$ cat src/rtl/upsample_sequencer.sv
// Symbol scheduler feeding the upsampler: pulls I/Q pairs over valid/ready and
// strobes one symbol every sample_rate cycles, inserting zeros on underflow.
module upsample_sequencer #(
    parameter int DATA_W   = 4,
    parameter int RATE_W   = 4,
    parameter int UFLOW_W  = 8,
    parameter int MIN_RATE = 2
) (
    input  logic                clk,
    input  logic                rst_n,
    input  logic                enable,
    input  logic [RATE_W-1:0]   rate_cfg,
    input  logic                sym_valid,
    output logic                sym_ready,
    input  logic [DATA_W-1:0]   sym_data_1,
    input  logic [DATA_W-1:0]   sym_data_2,
    output logic                new_symbol,
    output logic [DATA_W-1:0]   out_data_1,
    output logic [DATA_W-1:0]   out_data_2,
    output logic [RATE_W-1:0]   sample_rate,
    output logic                busy,
    output logic                rate_err,
    output logic [UFLOW_W-1:0]  underflow_count
);

    typedef enum logic {
        IDLE = 1'b0,
        RUN  = 1'b1
    } state_t;

    localparam logic [RATE_W-1:0]  MIN_RATE_V = RATE_W'(MIN_RATE);
    localparam logic [UFLOW_W-1:0] UFLOW_MAX  = {UFLOW_W{1'b1}};

    state_t             state_q, state_d;
    logic [RATE_W-1:0]  cnt_q, cnt_d;
    logic [RATE_W-1:0]  sample_rate_q, sample_rate_d;
    logic               new_symbol_q, new_symbol_d;
    logic [DATA_W-1:0]  out_data_1_q, out_data_1_d;
    logic [DATA_W-1:0]  out_data_2_q, out_data_2_d;
    logic               busy_q, busy_d;
    logic               rate_err_q, rate_err_d;
    logic [UFLOW_W-1:0] uflow_q, uflow_d;

    logic               boundary;
    logic               xfer;
    logic               latch_rate;

    function automatic logic [RATE_W-1:0] clamp_rate(input logic [RATE_W-1:0] r);
        return (r < MIN_RATE_V) ? MIN_RATE_V : r;
    endfunction

    function automatic logic [UFLOW_W-1:0] sat_inc(input logic [UFLOW_W-1:0] v);
        return (v == UFLOW_MAX) ? v : v + UFLOW_W'(1);
    endfunction

    // IDLE treats every cycle as a boundary so the first symbol is taken at once.
    assign boundary  = (state_q == IDLE) || (cnt_q == sample_rate_q - RATE_W'(1));
    assign sym_ready = enable && boundary;
    assign xfer      = sym_valid && sym_ready;

    always_comb begin
        state_d       = state_q;
        cnt_d         = cnt_q;
        sample_rate_d = sample_rate_q;
        new_symbol_d  = 1'b0;
        out_data_1_d  = out_data_1_q;
        out_data_2_d  = out_data_2_q;
        uflow_d       = uflow_q;
        latch_rate    = 1'b0;

        unique case (state_q)
            IDLE: begin
                cnt_d = '0;
                if (xfer) begin
                    state_d      = RUN;
                    new_symbol_d = 1'b1;
                    out_data_1_d = sym_data_1;
                    out_data_2_d = sym_data_2;
                    latch_rate   = 1'b1;
                end
            end
            RUN: begin
                if (boundary) begin
                    cnt_d = '0;
                    if (enable) begin
                        new_symbol_d = 1'b1;
                        latch_rate   = 1'b1;
                        if (sym_valid) begin
                            out_data_1_d = sym_data_1;
                            out_data_2_d = sym_data_2;
                        end else begin
                            // Zero-stuff so the downstream cadence never slips.
                            out_data_1_d = '0;
                            out_data_2_d = '0;
                            uflow_d      = sat_inc(uflow_q);
                        end
                    end else begin
                        state_d = IDLE;
                    end
                end else begin
                    cnt_d = cnt_q + RATE_W'(1);
                end
            end
            default: state_d = IDLE;
        endcase

        if (latch_rate) begin
            sample_rate_d = clamp_rate(rate_cfg);
        end
        rate_err_d = rate_err_q || (latch_rate && (rate_cfg < MIN_RATE_V));
        busy_d     = (state_d == RUN);
    end

    always_ff @(posedge clk or negedge rst_n) begin
        if (!rst_n) begin
            state_q       <= IDLE;
            cnt_q         <= '0;
            sample_rate_q <= MIN_RATE_V;
            new_symbol_q  <= 1'b0;
            out_data_1_q  <= '0;
            out_data_2_q  <= '0;
            busy_q        <= 1'b0;
            rate_err_q    <= 1'b0;
            uflow_q       <= '0;
        end else begin
            state_q       <= state_d;
            cnt_q         <= cnt_d;
            sample_rate_q <= sample_rate_d;
            new_symbol_q  <= new_symbol_d;
            out_data_1_q  <= out_data_1_d;
            out_data_2_q  <= out_data_2_d;
            busy_q        <= busy_d;
            rate_err_q    <= rate_err_d;
            uflow_q       <= uflow_d;
        end
    end

    assign new_symbol      = new_symbol_q;
    assign out_data_1      = out_data_1_q;
    assign out_data_2      = out_data_2_q;
    assign sample_rate     = sample_rate_q;
    assign busy            = busy_q;
    assign rate_err        = rate_err_q;
    assign underflow_count = uflow_q;

endmodule

$ cat config.mk
export PLATFORM = sky130hd
export DESIGN_NAME = upsample_sequencer
export DESIGN_NICKNAME = d
export VERILOG_FILES = /design/src/rtl/upsample_sequencer.sv
export SDC_FILE = /design/constraint.sdc
export NUM_CORES = 1
export LEC_CHECK = 0
export CORE_UTILIZATION = 46
export DETAILED_ROUTE_END_ITERATION = 8
export PLACE_DENSITY = 0.78
export SKIP_LAST_GASP = 1
export SYNTH_ARGS = -nofsm -noshare
export SYNTH_HDL_FRONTEND = slang
export SYNTH_SLANG_ARGS = --single-unit
$ cat constraint.sdc
create_clock -name clk -period 3 [get_ports clk]
set_input_delay 0.3 -clock clk [delete_from_list [all_inputs] [get_ports clk]]
set_output_delay 0.3 -clock clk [all_outputs]
set_load 0.05 [all_outputs]
## After elaboration in Yosys (flattened, before gate mapping)

Index checks and enable logic that the tools add are counted.

| storage, ports and cells | value |
|---|---|
| register bits after elaboration | 27 |
| bits in latches | 0 |
| bits in writable memories | 0 |
| bits in read-only memories | 0 |
| logic and storage cells | 46 |
| memories | 0 |

| cells by class | value |
|---|---|
| add/subtract/negate cells | 3 |
| multiply operators | 0 |
| divide/modulo/power cells | 0 |
| magnitude comparators | 1 |
| eq/ne operators | 5 |
| shift operators | 0 |
| mux-type cells | 19 |
| bitwise gates (word level) | 3 |
| reductions and logical operators | 7 |

Operator list:

| kind | count |
|---|---|
| two-way mux 4 bit | 10 |
| case mux 4 bit (2 select lines) | 3 |
| adder 8 x 1 -> 8 bit, second input constant | 1 |
| == test 8 bit, second input constant | 1 |
| AND reduction 5 bit | 1 |
| adder 4 x 1 -> 4 bit, second input constant | 1 |
| == test 4 bit | 1 |
| < comparator 4 x 2 -> 1 bit, second input constant | 1 |
| two-way mux 1 bit | 4 |
| inequality test 2 bit, second input constant | 2 |
| case mux 1 bit (2 select lines) | 2 |
| subtractor 4 x 1 -> 4 bit, second input constant | 1 |
| logical AND 1 bit | 3 |
| NOT 1 bit | 3 |
| AND reduction 3 bit | 1 |
| logical OR 1 bit | 2 |
| inequality test 2 x 1 -> 1 bit, second input constant | 1 |

## Depth between registers and ports, before layout

| depth | value |
|---|---|
| depth in word-level cells | 9 |
| gate-level depth with buffers | 9 |
| gate-level depth less buffers | 7 |

## Worst setup path before layout

OpenSTA, ideal clock, no wires.

| path | value |
|---|---|
| kind | reg2out |
| start | reg sample_rate_q[0] (netlist: sample_rate[0]) |
| end | out sym_ready |
| data arrival time | 2397 ps |
| required time | 2700 ps |
| path slack | 303 ps |
| stages on the path, launching flop included | 10 |
| buffers on the path | 2 |
| cell sequence | dfrtp_1 inv_1 ha_1 xor2_1 nand2_1 or3_1 buf_6 a21bo_1 buf_6 inv_1 |

| between the ends | value |
|---|---|
| longest elaborated chain between the ends | 4 |

Ends and longest elaborated chain:

| element | RTL line | RTL |
|---|---|---|
| start, declared | 36 | `logic [RATE_W-1:0] sample_rate_q, sample_rate_d;` |
| start signal, assigned | 128 | `sample_rate_q <= sample_rate_d;` |
| subtractor 4 x 1 -> 4 bit | 57 | `assign boundary = (state_q == IDLE) \|\| (cnt_q == sample_rate_q - RATE_W'(1));` |
| == test 4 bit | 57 |  |
| logical OR 1 bit | 57 |  |
| logical AND 1 bit | 58 | `assign sym_ready = enable && boundary;` |
| end, declared | 14 | `output logic sym_ready,` |

No other way between the ends.

## Worst setup path in the final report

| path | value |
|---|---|
| start | reg sample_rate_q[1] (netlist: sample_rate[1]) |
| end | out sym_ready |

The elaborated chain is that of the path after synthesis.

==> results.md <==
- Result of the run: completed
- Worst hold path class: in2async
- Cell family contributing the most delay on the critical path: flip-flops
- Dominant cell type by area after synthesis: sky130_fd_sc_hd__dfrtp_1
- Final worst clock skew: 17.65 ps
- Synthesized area per cell: 10.61 sq um
- Power after layout: 2051 uW
- Power Density: approximately 1200 nW/um^2
- Number of failing hold endpoints at the final stage: 0
- Initial detailed-routing violation count: 18
- Largest cells by area after synthesis: sky130_fd_sc_hd__dfrtp_1, sky130_fd_sc_hd__nand2_1, sky130_fd_sc_hd__a221o_1
- Number of instances in the synthesized netlist: 126
- TritonCTS clock tree: yes
- DRC violation count after routing: 0
- Number of buffers created by CTS: 3
- Beginning of the critical path: sample_rate[1]$_DFFE_PN1P_
- Static Leakage: 0.0007704 uW
- Aggregate global routing overflow: 0
- Worst hold slack: 321.5 ps
- Clk buf depth: 2
- Category of the worst setup path launch point: flip-flop
- Number of top-level design ports: 40
- Placeable core region: 2758 sq um
- Required time at the worst-slack endpoint: 2700 ps
- Finish-stage setup viols: 0
- Die Y-Extent: 55.90 um
- Initial antenna violation count: 0
- Number of warnings reported in the yosys synthesis log: 0
- Setup repair after global routing missed its margin: false
- Seq cells post-synth: 27
- Largest net degree at the start of global routing: 28
- Cts-stage hold buffer count: 0
- Number of nets at the end of the flow: 185
- Floorplan die area: 3124 sq um
- Maximum achievable frequency: 0.3580 GHz
- IO Port Bufs: 39
- Share of layout cells above drive strength 1: 10.30%
- Antenna diode instance count: 0
- DRT Wirelength: around 2900 um
- HPWL after DPL: 2132 um
- Slowest stage cell, crit path: sky130_fd_sc_hd__dfstp_2
- Overall die width: 55.90 um
- Post-route clock period utilization: between 90 and 100%
- Routed len/inst: 14.65 um
- Sequential share of the synthesized area: 50.66%
- RR Startpoint: sample_rate[1]$_DFFE_PN1P_
- Final-layout setup total negative slack: 0 ps
- Post-synth top area share: 48.69%
- Initial core utilization: between 40% and 50%
- CP Buf/Inv Count: 3
- Number of iterations in the first detailed-routing pass: 4
- Number of rows in the core area: 19
- Area added between synthesis and finish: 33.43%
- Worst Tran Pin Value: ~780 ps
- CP cell instances: inv_1 > ha_1 > xor2_1 > nand2_1 > or3_4 > a21bo_2 > inv_1 > buf_12
- First-pass GRT wire length: 4781 um
- Rel. slew slack: 47.61%
- Max FO, Critical Path: 10
- Gpl congestion: 0.8276
- Clock Root Buffer: sky130_fd_sc_hd__clkbuf_4
- Clock sinks: 27
- Routed vias/inst: between 5 and 6
- Post-route minimum period: 2793 ps
- Slowest stage delay, CP: slightly below 600 ps
- Worst setup EP type: primary output
- Clock slew at the register clock pins of the worst setup and hold paths: 160 ps
- Total routing resource utilization after global routing: between 10% and 20%
- Post-Synthesis Cell Area: 1336 sq um
- Number of global-route vias before repair: approximately 1000
- Yosys cell types: 32
- Post-synthesis net count: 145
- Number of nets with antenna violations after routing: 0
- Arrival time of the worst setup path: 2490 ps
- Worst setup path category: reg2out
- Number of H-tree levels: 1
- Cell mode on critical path: sky130_fd_sc_hd__inv_1
- Total count of max-transition violations in the final report: 0
- # Max-Cap Violations: 0
- IR Drop Worst-Case VDD: 0.9052 mV
- Number of vias after detailed routing: between 1000 and 1500
- Clock latency on the worst-skew pair: 330 ps
metrics by stage:
stage	instance area, sq um	cells	setup WS [ps]	util, %
final	1783	196	206.7	64.66
after global routing	1783	196	52.57	64.66
after CTS	1778	196	57.12	64.47
after detailed placement	1748	192	460.8	63.38
after global placement	1748	192	539.0	63.38
after floorplan	1336	126	302.6	-
sequential cells by signal, indices dropped and copies added (netlist names):
register and cells:
busy 1, cnt_q 4, new_symbol 1, out_data_1 4
out_data_2 4, rate_err 1, sample_rate 4, underflow_count 8
placed cells by master, fill, tap and decap left out, types with 2 or more instances in the layout:
master / count
sky130_fd_sc_hd__a21oi_1: 8
sky130_fd_sc_hd__a221o_1: 8
sky130_fd_sc_hd__clkbuf_4: 3
sky130_fd_sc_hd__clkdlybuf4s50_1: 38
sky130_fd_sc_hd__dfrtp_1: 26
sky130_fd_sc_hd__ha_1: 3
sky130_fd_sc_hd__inv_1: 3
sky130_fd_sc_hd__mux2_2: 3
sky130_fd_sc_hd__mux2i_1: 2
sky130_fd_sc_hd__nand2_1: 22
sky130_fd_sc_hd__nand3_1: 4
sky130_fd_sc_hd__nand4_1: 2
sky130_fd_sc_hd__nor2_1: 5
sky130_fd_sc_hd__nor3_1: 2
sky130_fd_sc_hd__nor4_1: 4
sky130_fd_sc_hd__xnor2_1: 7
sky130_fd_sc_hd__xor2_1: 8
worst paths after layout:
kind	end	cells past startpoint	slack (ps)
worst max-delay path	sym_ready	8	210
worst min-delay path	underflow_count[3]$_DFFE_PN0P_	2	320
worst max register to register	sample_rate[3]$_DFFE_PN0P_	7	610
worst min register to register	rate_err$_DFF_PN0_	1	480
max in group asynchronous	sample_rate[1]$_DFFE_PN1P_	2	2380
min in group clk	rate_err$_DFF_PN0_	1	480
where the power goes:
part | switching (uW) | internal, uW | total [uW]
Combinational | 730 | 493 | 1220
Clock | 112 | 51.1 | 163
Sequential | 154 | 512 | 666
cells in the mapped netlist:
| cell | number |
|---|---|
| sky130_fd_sc_hd__a21bo_1 | 1 |
| sky130_fd_sc_hd__a21o_1 | 1 |
| sky130_fd_sc_hd__a21oi_1 | 8 |
| sky130_fd_sc_hd__a221o_1 | 8 |
| sky130_fd_sc_hd__and2_1 | 1 |
| sky130_fd_sc_hd__and2b_2 | 1 |
| sky130_fd_sc_hd__and3_2 | 1 |
| sky130_fd_sc_hd__buf_2 | 1 |
| sky130_fd_sc_hd__buf_6 | 2 |
| sky130_fd_sc_hd__clkbuf_1 | 2 |
| sky130_fd_sc_hd__clkinv_1 | 1 |
| sky130_fd_sc_hd__dfrtp_1 | 26 |
| sky130_fd_sc_hd__dfstp_2 | 1 |
| sky130_fd_sc_hd__ha_1 | 3 |
| sky130_fd_sc_hd__inv_1 | 3 |
| sky130_fd_sc_hd__mux2_2 | 3 |
| sky130_fd_sc_hd__mux2i_1 | 2 |
| sky130_fd_sc_hd__nand2_1 | 22 |
| sky130_fd_sc_hd__nand2b_1 | 1 |
| sky130_fd_sc_hd__nand3_1 | 4 |
| sky130_fd_sc_hd__nand3b_1 | 1 |
| sky130_fd_sc_hd__nand4_1 | 2 |
| sky130_fd_sc_hd__nor2_1 | 5 |
| sky130_fd_sc_hd__nor3_1 | 2 |
| sky130_fd_sc_hd__nor3_2 | 1 |
| sky130_fd_sc_hd__nor4_1 | 4 |
| sky130_fd_sc_hd__o2111ai_1 | 1 |
| sky130_fd_sc_hd__o21ai_2 | 1 |
| sky130_fd_sc_hd__o22a_2 | 1 |
| sky130_fd_sc_hd__or3_1 | 1 |
| sky130_fd_sc_hd__xnor2_1 | 7 |
| sky130_fd_sc_hd__xor2_1 | 8 |
timing repair:
item	CTS	global route
gates resized for setup	0	2
buffers inserted	0	0
endpoints found under the setup margin	0	1
logic make-up after synthesis:
group / Yosys count / synth area share (%)
AO/OA/AOI/OAI: 21 / 12.36
XOR/XNOR: 15 / 9.832
adder cells (fa/ha/maj): 3 / 2.809
buffers and inverters: 9 / 3.745
flip-flops: 27 / 50.66
multiplexers: 5 / 4.026
AND/OR/NAND/NOR: 46 / 16.57
area by class of cell:
type,instances,area (sq um)
clock buffer,3,22.52
clock inverter,1,7.507
fill,240,974.7
inverter,4,15.01
multi-input combinational,90,614.3
sequential,27,676.9
tap,31,38.79
timing repair buffer,40,407.9
layer usage:
metal	track usage, %	vias to the layer above	wire length [um]
met2	32.36	25	1407
li1	-	524	-
met4	6.272	0	21
met3	3.023	2	104
met1	26.69	524	1338
met5	0	-	0
Note: power is estimated with default switching activity, not from simulation.
